===== src/rtl/data_ram_arbiter.sv =====
// Arbiter sharing a single-port data RAM between the CPU and a debug/loader port.
// CPU has fixed priority; a starvation counter forces a debug grant after STARVE_LIMIT CPU wins.
module data_ram_arbiter #(
  parameter int unsigned AW           = 16,
  parameter int unsigned DW           = 16,
  parameter int unsigned STARVE_LIMIT = 3
) (
  input  logic          clk,
  input  logic          reset,
  input  logic          cpu_req,
  input  logic          cpu_we,
  input  logic [AW-1:0] cpu_addr,
  input  logic [DW-1:0] cpu_wdata,
  output logic          cpu_gnt,
  output logic          cpu_done,
  output logic [DW-1:0] cpu_rdata,
  output logic          cpu_stall,
  input  logic          dbg_req,
  input  logic          dbg_we,
  input  logic [AW-1:0] dbg_addr,
  input  logic [DW-1:0] dbg_wdata,
  output logic          dbg_gnt,
  output logic          dbg_done,
  output logic [DW-1:0] dbg_rdata,
  output logic [AW-1:0] ram_addr,
  output logic [DW-1:0] ram_wdata,
  output logic          ram_we,
  input  logic [DW-1:0] ram_rdata
);

  typedef enum logic [1:0] {IDLE, ISSUE, RESP, DONE} state_t;

  state_t     state_reg, state_next;
  logic       owner_dbg_reg, owner_dbg_next;
  logic [3:0] starve_cnt_reg, starve_cnt_next;
  logic       we_reg;
  logic       any_req;
  logic       pick_dbg;
  logic       busy;

  assign any_req  = cpu_req | dbg_req;
  // Debug wins when alone, or when the CPU has already been favoured STARVE_LIMIT times.
  assign pick_dbg = dbg_req & (~cpu_req | (32'(starve_cnt_reg) >= STARVE_LIMIT));

  always_comb begin
    state_next      = state_reg;
    owner_dbg_next  = owner_dbg_reg;
    starve_cnt_next = starve_cnt_reg;
    case (state_reg)
      IDLE: begin
        if (any_req) begin
          state_next     = ISSUE;
          owner_dbg_next = pick_dbg;
        end
        if (!dbg_req || pick_dbg) begin
          starve_cnt_next = 4'd0;
        end else if (starve_cnt_reg != 4'hF) begin
          starve_cnt_next = starve_cnt_reg + 4'd1;
        end
      end
      ISSUE:   state_next = RESP;
      RESP:    state_next = DONE;
      DONE:    state_next = IDLE;
      default: state_next = IDLE;
    endcase
  end

  always_ff @(posedge clk or negedge reset) begin
    if (!reset) begin
      state_reg      <= IDLE;
      owner_dbg_reg  <= 1'b0;
      starve_cnt_reg <= 4'd0;
      we_reg         <= 1'b0;
      ram_addr       <= '0;
      ram_wdata      <= '0;
      cpu_rdata      <= '0;
      dbg_rdata      <= '0;
    end else begin
      state_reg      <= state_next;
      owner_dbg_reg  <= owner_dbg_next;
      starve_cnt_reg <= starve_cnt_next;
      if (state_reg == IDLE && any_req) begin
        ram_addr  <= pick_dbg ? dbg_addr  : cpu_addr;
        ram_wdata <= pick_dbg ? dbg_wdata : cpu_wdata;
        we_reg    <= pick_dbg ? dbg_we    : cpu_we;
      end
      // RAM q is valid during RESP; only reads update the owner's data register.
      if (state_reg == RESP && !we_reg) begin
        if (owner_dbg_reg) dbg_rdata <= ram_rdata;
        else               cpu_rdata <= ram_rdata;
      end
    end
  end

  assign busy      = (state_reg != IDLE);
  assign cpu_gnt   = busy & ~owner_dbg_reg;
  assign dbg_gnt   = busy &  owner_dbg_reg;
  assign ram_we    = (state_reg == ISSUE) & we_reg;
  assign cpu_done  = (state_reg == DONE) & ~owner_dbg_reg;
  assign dbg_done  = (state_reg == DONE) &  owner_dbg_reg;
  assign cpu_stall = cpu_req & ~cpu_done;

endmodule


===== config.mk =====
export PLATFORM = sky130hd
export DESIGN_NAME = data_ram_arbiter
export DESIGN_NICKNAME = d
export VERILOG_FILES = /design/src/rtl/data_ram_arbiter.sv
export SDC_FILE = /design/constraint.sdc
export NUM_CORES = 1
export LEC_CHECK = 0
export BUFFER_PORTS_ARGS = -buffer_cell sky130_fd_sc_hd__buf_2
export CAP_MARGIN = 30
export CORE_ASPECT_RATIO = 2
export CORE_MARGIN = 3
export CORE_UTILIZATION = 41
export CTS_CLUSTER_DIAMETER = 100
export DETAILED_ROUTE_END_ITERATION = 6
export PLACE_DENSITY = 0.72
export SYNTH_ARGS = -nofsm -noshare
export SYNTH_HDL_FRONTEND = slang
export SYNTH_SLANG_ARGS = --single-unit

===== constraint.sdc =====
create_clock -name clk -period 2.8 [get_ports clk]
set_input_delay 0.28 -clock clk [delete_from_list [all_inputs] [get_ports clk]]
set_output_delay 0.28 -clock clk [all_outputs]
set_load 0.01 [all_outputs]

# [Yosys cells after proc, flatten, opt, wreduce, memory -nomap -nowiden]
# Cells that the tools add are included.
[op_classes] add_sub_neg=1 multipliers=0 div_mod_pow=0 magnitude_cmp=1 eq_ne=5 shifts=0 n_mux=7 n_bitwise=12 reduce_logical=12
[op_table] op="$mux 16" count=2
[op_table] op="$mux 4" count=2
[op_table] op="$pmux 2 s4" count=1
[op_table] op="$reduce_and 2->1" count=4
[op_table] op="$and 1x1->1" count=7
[op_table] op="$add 4x1->4 const B" count=1
[op_table] op="$eq 2x2->1 const B" count=2
[op_table] op="$ge 4x2->1 const B" count=1
[op_table] op="$ne 4x4->1 const B" count=1
[op_table] op="$reduce_bool 2->1" count=2
[op_table] op="$not 1->1" count=3
[op_table] op="$eq 2x1->1 const B" count=1
[op_table] op="$logic_and 1x1->1" count=2
[op_table] op="$logic_not 1->1" count=2
[op_table] op="$logic_not 2->1" count=1
[op_table] op="$mux 2" count=1
[op_table] op="$ne 2x2->1 const B" count=1
[op_table] op="$or 1x1->1" count=2
[op_table] op="$logic_or 1x1->1" count=1
[op_table] op="$mux 1" count=1
[totals] regBits=72 latch_bits=0 ram_bits=0 romBits=0 in_bits=86 output_inout_bits=70 word_cells=46 n_memories=0

# [Depth between registers and ports, before layout]
[depth] ltp_word=6 depth_mapped=7 depth_no_buf=5

# [Worst setup path before layout]
# Ideal clock, no wire load.
[synth_path] path_kind="register to register" startpoint="reg starve_cnt_reg[0]" endpoint="reg ram_addr[0]" setup_time_ps=80 t_arrival_ps=1724 required_ps=2720 slack_ps=996 stages_incl_launch_ff=8 path_buffers=3 synth_period_minus_slack_ps=1804 path_cell_list="dfrtp_1 -> ha_1 -> or4b_1 -> buf_2 -> and2_1 -> buf_6 -> buf_6 -> o211ai_2"
[synth_via] elab_chain_len=4
[synth_lines] element="from (decl)" line_no="35" rtl="logic [3:0] starve_cnt_reg, starve_cnt_next;"
[synth_lines] element="from (signal assigned)" line_no="81" rtl="starve_cnt_reg <= starve_cnt_next;"
[synth_lines] element="$ge 4x2->1" line_no="43" rtl="assign pick_dbg = dbg_req & (~cpu_req | (32'(starve_cnt_reg) >= STARVE_LIMIT));"
[synth_lines] element="$or 1x1->1" line_no="43"
[synth_lines] element="$and 1x1->1" line_no="43"
[synth_lines] element="$mux 16" line_no="83" rtl="ram_addr <= pick_dbg ? dbg_addr : cpu_addr;"
[synth_lines] element="to (signal assigned)" line_no="83"
[synth_lines] element="to (decl)" line_no="25" rtl="output logic [AW-1:0] ram_addr,"
# Every way passes these cells.
# A chain may end at the register's enable or synchronous reset.

# [Worst setup path in the final report]
[layout_path] startpoint="reg state_reg[0]" endpoint="reg dbg_rdata[9]"
[layout_via] elab_chain_len=3
[layout_lines] element="from (decl)" line_no="33" rtl="state_t state_reg, state_next;"
[layout_lines] element="from (signal assigned)" line_no="79" rtl="state_reg <= state_next;"
[layout_lines] element="$eq 2x2->1" line_no="88" rtl="if (state_reg == RESP && !we_reg) begin"
[layout_lines] element="$logic_and 1x1->1" line_no="88"
[layout_lines] element="$reduce_and 2->1 (no source line)"
[layout_lines] element="to (signal assigned)" line_no="89" rtl="if (owner_dbg_reg) dbg_rdata <= ram_rdata;"
[layout_lines] element="to (decl)" line_no="24" rtl="output logic [DW-1:0] dbg_rdata,"
# Every way passes these cells.

==> metrics.txt <==
status=finished, final reports clean; count of flip-flops with a built-in enable after synthesis=0; Async S/R FF share, synth=100%; final worst path period need=1950 ps; Pwr Total=5.16 mW; power density over the cells=1140 nW/um2; Hold WC Path Type=in -> async; Final Non-Filler Cells=543; layout overhead on the synthesized area=33.7%; classification of the worst setup path=reg -> reg; data arrival time of the critical path=2160 ps; cts bufs inserted=9; Port Buf Inserts=155; fill count=690; clock-pin slew on the worst setup and hold paths=60 ps; final-layout setup total negative slack=0 ps; Starting Density=42.4%; part of the Yosys area used for sequential elements=53.1%; startpoint of the most critical register-to-register path=state_reg[0]$_DFFE_PN0P_; Overall Global Routing Usage=19.3%; Chip Width=70.4 um; Worst Path Required=3010 ps; slowest cell on the critical path=sky130_fd_sc_hd__nand3b_1; post-CTS repair timing setup buffer count=0; die span in y=135 um; Netlist cell types=27; maximum single-stage delay on the critical path=580 ps; Post-CTS Hold Fix Bufs=0; synthesis warning total=0; via count of the first global-routing pass=2928; worst max-slew margin expressed relative to the limit=39.2%; TritonCTS clock tree=done; total wire length=9.01 mm; drt initial violations=148; measured slew at the worst slew-check pin=912 ps; routability-driven placement congestion ratio=0.805; net count after synthesis=387; placeable core area=8000 um2; setup repair after global routing missed its margin=no; peak supply drop=0.000547 V; highest fanout seen on the critical path=16; final worst-path cycle share=69.7%; dpl cells=526; startpoint class of the critical path=register; Seq cells post-synth=72; multi-input logic area=1450 um2; number of max-capacitance violations reported=0; Sequential cell area=1800 um2; final count of hold timing violations=0; Crit. Startpoint=state_reg[0]$_DFFE_PN0P_; post-detailed-route via-to-cell ratio=5.35; global-route wire length before repair=14.3 mm; number of antenna-violating nets in the routed design=0; clk_skew=4.81 ps; TritonCTS Sinks=72; count of inserted antenna diode cells=0; initial antenna violation count=0; pin count of the biggest net entering global routing=73; element type at the critical path end=register; die footprint=9480 um2; Static Leak=2.27 nW; I/O pins=156; overall via count from detail_route=2906; cells after synthesis=295; average wire per standard cell=16.6 um; DPL Wire Length=6.39 mm; GRT overflow=0; cells traversed along the worst timing path=inv_1 -> ha_1 -> nand3b_1 -> mux2_2; number of setup violations in the final report=0; number of pins with negative max-slew slack in the final report=0; Avg Cell Area, Syn=11.5 um2; Clk Tree Root Cell=sky130_fd_sc_hd__clkbuf_16; fraction of layout instances using a drive strength above 1=54.1%; number of DRC violations after detailed routing=0; Max Fclk=512 MHz; post-cts resize count=0; standard-cell row count=46; number of optimization iterations in the first detailed-route pass=4; source-to-sink clock delay at the later pin of the worst-skew pair=330 ps; cell area after technology mapping=3400 um2; number of buffers on the longest clock path=2; commonest register cell after synthesis=sky130_fd_sc_hd__dfrtp_1; Post-layout nets=534; H-Tree Depth=3
-- layer usage --
| metal | share of wire, % | global-route usage [%] | vias to the layer above | wire [um] |
|---|---|---|---|---|
| li1 | - | - | 1346 | - |
| met1 | 36 | 22.7 | 1405 | 3250 |
| met2 | 54 | 32.2 | 133 | 4860 |
| met3 | 6.6 | 4.62 | 22 | 596 |
| met4 | 3.3 | 10.0 | 0 | 299 |
| met5 | 0 | 0 | - | 0 |
-- power by group --
part | internal (mW) | switching (mW)
sequential | 1.56 | 0.278
clock | 0.735 | 0.402
combinational | 0.999 | 1.19
total | 3.29 | 1.87
-- worst max-delay path: cells and delay by family, from the launching register on --
| kind | cells | cell delay, ps |
|---|---|---|
| buffers and inverters | 1 | 130 |
| and+or+nand+nor | 1 | 580 |
| muxes | 1 | 520 |
| adders and majority gates | 1 | 200 |
| DFF | 1 | 400 |
-- final timing paths --
path                                        endpoint  slack, ps  cells past startpoint
max in group asynchronous  owner_dbg_reg$_DFFE_PN0P_       2130                      1
hold / removal             ram_wdata[12]$_DFFE_PN0P_         80                      1
setup reg to reg            dbg_rdata[9]$_DFFE_PN0P_        850                      4
hold reg to reg              ram_addr[3]$_DFFE_PN0P_        490                      2
min in group clk            cpu_rdata[2]$_DFFE_PN0P_        200                      2
setup / recovery            dbg_rdata[9]$_DFFE_PN0P_        850                      4
-- final cells by class --
cell class              instances  area share (%)
clock buffers                  13            5.73
inverters                       4           0.331
repair buffers                162            18.7
multi-input cells             193            32.0
well taps                      96            2.65
flip-flops and latches         72            39.7
clock inverters                 3           0.882
-- through the flow --
step / cell area [um2] / setup WS, ps / utilization, % / hold slack (ps)
5_1_grt: 4540 / 704 / 56.8 / 160
3_5_place_dp: 4210 / 720 / 52.7 / 465
2_1_floorplan: 3400 / 996 / - / -15.6
6_report: 4540 / 848 / 56.8 / 78.6
3_3_place_gp: 4210 / 761 / 52.7 / 455
4_1_cts: 4510 / 721 / 56.4 / 118
-- cells by family after synthesis --
group | after synthesis | synth area share, %
flip-flops | 72 | 53.1
AND/OR/NAND/NOR | 115 | 16.5
multiplexers | 33 | 10.9
adder cells (fa/ha/maj) | 6 | 2.21
AO/OA/AOI/OAI | 39 | 13.0
buffers and inverters | 30 | 4.31
-- synthesized netlist by cell type, drive strengths merged, types with 2 or more instances --
master,instances,area share [%]
nor3b,2,0.59
ha,6,2.2
buf,9,2.0
nand2,67,7.4
clkbuf,17,1.9
dfrtp,72,53
nand4,33,6.1
inv,4,0.44
mux2,33,11
o211ai,33,12
and2,3,0.55
nor2b,5,0.92
-- cell usage in the layout, fill, tap and decap left out, drive strengths merged --
| cell | instances |
|---|---|
| o211ai | 33 |
| o21a | 1 |
| o32ai | 1 |
| a22o | 1 |
| and2 | 3 |
| dfrtp | 72 |
| o21ai | 1 |
| a21oi | 1 |
| nor2 | 1 |
| mux2 | 33 |
| buf | 162 |
| nor2b | 5 |
| or4b | 1 |
| nand4 | 33 |
| nand2b | 1 |
| bufinv | 1 |
| inv | 4 |
| clkbuf | 13 |
| nand2 | 67 |
| nor3 | 1 |
| clkinv | 2 |
| ha | 6 |
| o31ai | 1 |
| nand3b | 1 |
| nor3b | 2 |
Note: power is estimated with default switching activity, not from simulation.
